<file path="config.mk">
export PLATFORM = sky130hd
export DESIGN_NAME = store_buffer
export DESIGN_NICKNAME = d
export VERILOG_FILES = /design/src/rtl/store_buffer_pkg.sv /design/src/rtl/store_fmt.sv /design/src/rtl/store_buffer.sv
export SDC_FILE = /design/constraint.sdc
export NUM_CORES = 1
export LEC_CHECK = 0
export ABC_AREA = 1
export CORE_UTILIZATION = 50
export DETAILED_ROUTE_END_ITERATION = 7
export GPL_ROUTABILITY_DRIVEN = 0
export GPL_TIMING_DRIVEN = 0
export HOLD_SLACK_MARGIN = 0.15
export PLACE_DENSITY = 0.79
export SLEW_MARGIN = 5
export SYNTH_ARGS = -nofsm -noshare
export SYNTH_HDL_FRONTEND = slang
export SYNTH_SLANG_ARGS = --single-unit
</file>
<file path="constraint.sdc">
create_clock -name clk -period 11.8 [get_ports clk]
set_input_delay 1.18 -clock clk [delete_from_list [all_inputs] [get_ports clk]]
set_output_delay 1.18 -clock clk [all_outputs]
set_load 0.05 [all_outputs]
</file>
<file path="src/rtl/store_buffer_pkg.sv">
// Shared types for the store buffer: store kinds, buffered entry layout and misalignment helper.
package store_buffer_pkg;

    typedef enum logic [1:0] {
        ST_NONE = 2'b00,
        ST_SB   = 2'b01,
        ST_SH   = 2'b10,
        ST_SW   = 2'b11
    } st_type_e;

    typedef struct packed {
        logic [31:0] addr;
        logic [31:0] wdata;
        logic [3:0]  web;
    } entry_t;

    localparam logic [3:0] WEB_NONE = 4'b1111;

    function automatic logic is_misaligned(input st_type_e kind, input logic [1:0] lane);
        return ((kind == ST_SH) && lane[0]) || ((kind == ST_SW) && (lane != 2'b00));
    endfunction

endpackage

</file>
<file path="src/rtl/store_fmt.sv">
// Combinational lane formatter: replicates store data across byte lanes and builds the
// active-low byte write enable from the store kind and low address bits.
module store_fmt
    import store_buffer_pkg::*;
(
    input  st_type_e    st_type,
    input  logic [1:0]  lane,
    input  logic [31:0] data,
    output logic [31:0] wdata,
    output logic [3:0]  web
);

    always_comb begin
        wdata = '0;
        web   = WEB_NONE;
        case (st_type)
            ST_SB: begin
                wdata = {4{data[7:0]}};
                web   = ~(4'b0001 << lane);
            end
            ST_SH: begin
                // Halfword lane is picked by bit 1 only; bit 0 is either ignored or trapped upstream.
                wdata = {2{data[15:0]}};
                web   = lane[1] ? 4'b0011 : 4'b1100;
            end
            ST_SW: begin
                wdata = data;
                web   = 4'b0000;
            end
            default: ;
        endcase
    end

endmodule

</file>
<file path="src/rtl/store_buffer.sv">
// DEPTH-entry FIFO of pre-formatted stores draining to data memory; full buffer or a load
// behind pending stores stalls the pipe. Optional macro STORE_MISALIGN_EN traps misaligned SH/SW.
module store_buffer
    import store_buffer_pkg::*;
#(
    parameter int DEPTH = 2
) (
    input  logic        clk,
    input  logic        rst,
    input  logic        st_valid,
    input  logic [1:0]  st_type,
    input  logic [31:0] st_addr,
    input  logic [31:0] st_data,
    input  logic        ld_req,
    output logic        stall,
    output logic        dm_req,
    input  logic        dm_ready,
    output logic [31:0] dm_addr,
    output logic [31:0] dm_wdata,
    output logic [3:0]  dm_web,
    output logic        empty,
    output logic        misalign
);

    localparam int PW = $clog2(DEPTH);
    localparam int CW = PW + 1;

    entry_t          mem [DEPTH];
    logic [PW-1:0]   wr_ptr;
    logic [PW-1:0]   rd_ptr;
    logic [CW-1:0]   count;

    logic            full;
    logic            has_store;
    logic            mis;
    logic            push;
    logic            pop;
    logic [31:0]     fmt_wdata;
    logic [3:0]      fmt_web;
    entry_t          head;

    store_fmt u_fmt (
        .st_type (st_type_e'(st_type)),
        .lane    (st_addr[1:0]),
        .data    (st_data),
        .wdata   (fmt_wdata),
        .web     (fmt_web)
    );

`ifdef STORE_MISALIGN_EN
    assign mis = st_valid && is_misaligned(st_type_e'(st_type), st_addr[1:0]);
`else
    assign mis = 1'b0;
`endif

    assign empty     = (count == '0);
    assign full      = (count == CW'(DEPTH));
    assign has_store = st_valid && (st_type != ST_NONE);
    // Acceptance depends only on registered fullness, never on this cycle's dequeue.
    assign push      = has_store && !full && !mis;
    assign pop       = !empty && dm_ready;
    assign stall     = (has_store && full && !mis) || (ld_req && !empty);

    assign head     = mem[rd_ptr];
    assign dm_req   = !empty;
    assign dm_addr  = empty ? 32'h0 : head.addr;
    assign dm_wdata = empty ? 32'h0 : head.wdata;
    assign dm_web   = empty ? WEB_NONE : head.web;

    always_ff @(posedge clk or posedge rst) begin
        if (rst) begin
            wr_ptr   <= '0;
            rd_ptr   <= '0;
            count    <= '0;
            misalign <= 1'b0;
            for (int i = 0; i < DEPTH; i++) begin
                mem[i] <= '{addr: 32'h0, wdata: 32'h0, web: WEB_NONE};
            end
        end else begin
            misalign <= mis;
            if (push) begin
                mem[wr_ptr] <= '{addr: {st_addr[31:2], 2'b00}, wdata: fmt_wdata, web: fmt_web};
                wr_ptr      <= wr_ptr + PW'(1);
            end
            if (pop) begin
                rd_ptr <= rd_ptr + PW'(1);
            end
            if (push && !pop) begin
                count <= count + CW'(1);
            end else if (pop && !push) begin
                count <= count - CW'(1);
            end
        end
    end

endmodule
</file>
# --- Yosys cells after proc, flatten, opt, wreduce, memory -nomap -nowiden ---
# Cells that the tools add are included.
word_totals:
  reg_bits: 140
  in_bits: 71
  output_inout_bits: 72
classes:
  addsub: 4
  order_cmp: 3
  n_eq_ne: 4
  shifts: 1
  mux: 14
  bitwise_logic: 3
  reduce_logical: 16
ops:
  columns: ["cell", "count"]
  rows:
  - ["$mux W68", 4]
  - ["$bwmux W136", 1]
  - ["$pmux W32 S3", 1]
  - ["$demux W68 S1", 1]
  - ["$mux W32", 2]
  - ["$pmux W4 S3", 1]
  - ["$logic_and A1 B1 Y1", 8]
  - ["$mux W4", 2]
  - ["$eq A2 B2 Y1 const B", 3]
  - ["$ge A2 B2 Y1 const B", 2]
  - ["$logic_not A1 Y1", 4]
  - ["$mux W2", 2]
  - ["$not A1 Y2", 2]
  - ["$not A4 Y4", 1]
  - ["$reduce_bool A2 Y1", 2]
  - ["$shl A1 B2 Y4 const A", 1]
  - ["$add A1 B1 Y1 const B", 2]
  - ["$add A2 B1 Y2 const B", 1]
  - ["$eq A2 B1 Y1 const B", 1]
  - ["$logic_not A2 Y1", 1]
  - ["$lt A2 B1 Y1 const B", 1]
  - ["$sub A2 B1 Y2 const B", 1]
  - ["$logic_or A1 B1 Y1", 1]

# --- Longest topological paths before layout ---
logic_depth:
  depth_word: 7
  depth_mapped: 10
  ltp_nobuf: 9

# --- By module ---
# A second synthesis with hierarchy kept.
hier_totals:
  cells_unflattened: 955
  area_unflattened_um2: 7307.0
modules_own_cells:
  columns: ["mod", "instances", "cells_each", "area_per_inst_um2"]
  rows:
  - ["store_buffer", 1, 843, 6608.8]
  - ["store_fmt", 1, 112, 698.2]

# --- Worst setup path after synthesis ---
# OpenSTA, ideal clock, no wires.
synth_path:
  path_type: "input -> output"
  start: "in st_type[1]"
  end: "out stall"
  t_arrival_ps: 2647
  required_time_ps: 10620
  path_slack_ps: 7973
  path_stages: 3
  path_buffers: 1
  cell_sequence: "buf_2 nor2_4 o31ai_1"
synth_via:
  elab_chain_len: 4
synth_rtl:
  columns: ["item", "line_no", "source"]
  rows:
  - ["start, declared", "store_buffer.sv:11", "input logic [1:0] st_type,"]
  - ["$reduce_bool A2 Y1", "store_buffer.sv:58", "assign has_store = st_valid && (st_type != ST_NONE);"]
  - ["$logic_and A1 B1 Y1", "store_buffer.sv:58", null]
  - ["$logic_and A1 B1 Y1", "store_buffer.sv:62", "assign stall = (has_store && full && !mis) || (ld_req && !empty);"]
  - ["$logic_or A1 B1 Y1", "store_buffer.sv:62", null]
  - ["end, declared", "store_buffer.sv:15", "output logic stall,"]
# Every way passes these cells.

# --- Worst setup path after layout ---
layout_path:
  start: "in st_type[0]"
  end: "out stall"
# The elaborated chain is that of the path after synthesis.

==> reports/qor.csv <==
metric,value,unit
GRT Overall Usage,29.0,%
DP HPWL,13400,um
worst-margin pin slew,906,ps
Clock Pin Slew Worst Setup and Hold Paths,60,ps
final net count,1153,
FF-to-FF setup slack,9480,ps
CP max FO,10,
H-tree Lvls,4,
Slew Limit Headroom,39.4,%
Reg2Reg Depth,6,
"area leader, netlist",dfrtp_1,
Resized Gates After CTS,0,
Total Wirelength,19200,um
number of fillers in the final layout,1058,
Switching Share,47.5,%
Tot Pwr,2.94,mW
CTS sink cnt,136,
Core Region,0.0128,sq mm
"Period Utilization, post-route",35.3,%
Post-synth EDFFs,0,
Worst path max stage delay,880,ps
Gate power share,53.9,%
critical path's slowest cell,clkdlybuf4s50_1,
pwr/cell area,330,mW/mm^2
status,"complete, no violations",
antenna violations before repair,0,
Min-Delay Startpoint,mem[3]$_DFFE_PP1P_,
Avg WL per Cell,15.2,um
vias in the first global route,6239,
FP Rows,41,
Most used DFF post-synth,dfrtp_1,
Yosys top cell area share,48.0,%
Worst Setup SP,st_type[0],
Setup crit start kind,primary input,
Fmax,240,MHz
DRC violations left,0,
cts hold-fix bufs,0,
initial drt markers,523,
clock network fraction of total power,18.6,%
Pins Over Slew Limit,0,
Static Leak,4.54,nW
maxcap violations,0,
Syn Std Cell Area,0.00667,sq mm
routed vias,6547,
first-pass GRT wire length,31400,um
post-CTS setup buffers,0,
Crit path top cell by count,clkdlybuf4s50_1,
asr flop ratio synth,100,%
worst path cell trace,clkdlybuf4s50_1 -> nor2_4 -> o31ai_1 -> clkdlybuf4s50_1,
Peak VDD IR,0.000269,V
Post-Route Setup TNS,0,ps
Cell Int Power,1.54,mW
Synth top cells by count,"nand2_1 (577), dfrtp_1 (128), a21oi_1 (62)",
vias per inst,5.17,
number of detailed-route iterations in the first pass,5,
DIE AREA,0.0138,sq mm
share of cells above drive strength 1,7.77,%
grt ovf,0,
top area cells in the synthesized netlist,"dfrtp_1 (48%), nand2_1 (32%), a21oi_1 (4.7%), nand3_1 (3.4%), dfstp_2 (3.2%)",
Die Span Y,117,um
synthesized instance count,921,
diode count,0,
syn_area_per_cell,7.24,sq um
"count leader, synth",nand2_1,
worst skew pair latency,420,ps
CP Capture Type,output pin,
WS Path Type,primary input to output pin,
Starting Density,52.0,%
sequential share of power,27.5,%
library cells used by synthesis,23,
Worst Hold End,mem[3]$_DFFE_PP1P_,
"Seq/Total Area, Yosys",51.2,%
yosys warns,0,
FF-to-FF End,count[1]$_DFFE_PP0P_,
RSZ-0062 raised after global routing,false,
clk buf depth,2,
reg-to-reg startpoint,count[1]$_DFFE_PP0P_,
Die Wd,117,um
minimum clock period,4170,ps
CP arrival,2990,ps
"Hold Violations, Final",0,
final setup fails,0,
largest net degree at the start of global routing,83,
hold depth,2,
Routed Antenna Nets,0,
NetSw,1.40,mW
Post-Route Skew,4.91,ps
type of the tightest min-delay check,flip-flop to flip-flop,
Area growth syn-to-layout,33.7,%
CTS tree,yes,
#FFs+latches synth,136,
CP required,10620,ps
clock root cell,clkbuf_16,
CTS Buf Count,17,
IO buf count,138,
I/O pin count,143,
-- area by class of cell --
type / instances / area (sq um) / share of cell area, %
Timing Repair Buffer: 139 / 1410 / 15.8
Clock inverter: 8 / 118 / 1.32
Inverter: 20 / 80.1 / 0.898
Buffer: 58 / 314 / 3.52
Clock buffer: 24 / 492 / 5.52
Sequential cell: 136 / 3410 / 38.3
Multi-Input combinational cell: 709 / 2870 / 32.2
Tap cell: 172 / 215 / 2.41
-- cell usage in the layout, fill, tap and decap left out, types with 2 or more instances in the layout --
master	n
nand3_1	45
conb_1	3
buf_1	6
clkinv_2	4
clkbuf_16	17
nand2_1	577
nor2_1	9
buf_4	20
nor2_4	3
xnor2_1	2
clkbuf_8	4
bufinv_16	3
a21oi_1	62
clkbuf_1	18
dfstp_2	8
clkdlybuf4s50_1	138
inv_1	16
buf_2	17
inv_2	3
dfrtp_1	128
-- power groups by stage --
stage	clock network (mW)	registers [mW]	logic [mW]
after floorplan	0	0.780	1.09
after global placement	0	0.798	1.56
after detailed placement	0	0.808	1.58
after CTS	0.548	0.804	1.59
after global routing	0.568	0.832	1.70
final	0.546	0.808	1.58
-- kinds of logic (layout without fill, tap and decap cells) --
family	Yosys count	in the layout	synth area share [%]
adder cells (fa/ha/maj)	1	1	0.188
AO/OA/AOI/OAI	64	64	4.84
AND/OR/NAND/NOR	638	638	37.5
flip-flops	136	136	51.2
other	1	3	0.0562
XOR/XNOR	3	3	0.394
buffers and inverters	78	249	5.84
-- stage by stage --
step | util (%) | cells | instance area, sq um | worst slack, ps | hold WS [ps]
floorplan | - | 923 | 6680 | 6990 | 447
global placement | 64.5 | 1233 | 8270 | 5130 | 456
detailed placement | 64.8 | 1234 | 8300 | 7650 | 457
CTS | 69.5 | 1266 | 8910 | 7640 | 467
global route | 69.5 | 1266 | 8910 | 7540 | 477
finish | 69.5 | 1266 | 8910 | 7630 | 469
-- worst max-delay path by stage --
stage | to | slack (ps) | cells after the start
final | stall | 7630 | 4
after global routing | dm_addr[23] | 7540 | 4
after CTS | dm_wdata[0] | 7640 | 4
after detailed placement | stall | 7650 | 4
after global placement | mem[96]$_DFFE_PP0P_ | 5130 | 2
after floorplan | count[0]$_DFFE_PP0P_ | 6990 | 1
-- worst max-delay path, delay by kind of cell --
| kind | cells | cell delay [ps] |
|---|---|---|
| buffers and inverters | 2 | 1450 |
| AO/OA/AOI/OAI | 1 | 230 |
| AND/OR/NAND/NOR | 1 | 120 |
-- registers in the layout, summed over array words and instances, names as in the netlist --
name / count
mem: 132
count: 2
rd_ptr: 1
wr_ptr: 1
-- layer usage --
layer	vias to the layer above	GRT usage, %	routed length (um)
met5	-	0	0
met4	0	11.1	485
met3	39	4.99	1360
met2	302	45.2	8720
met1	3066	40.6	8660
li1	3140	-	-
(Power assumes the default switching activity.)
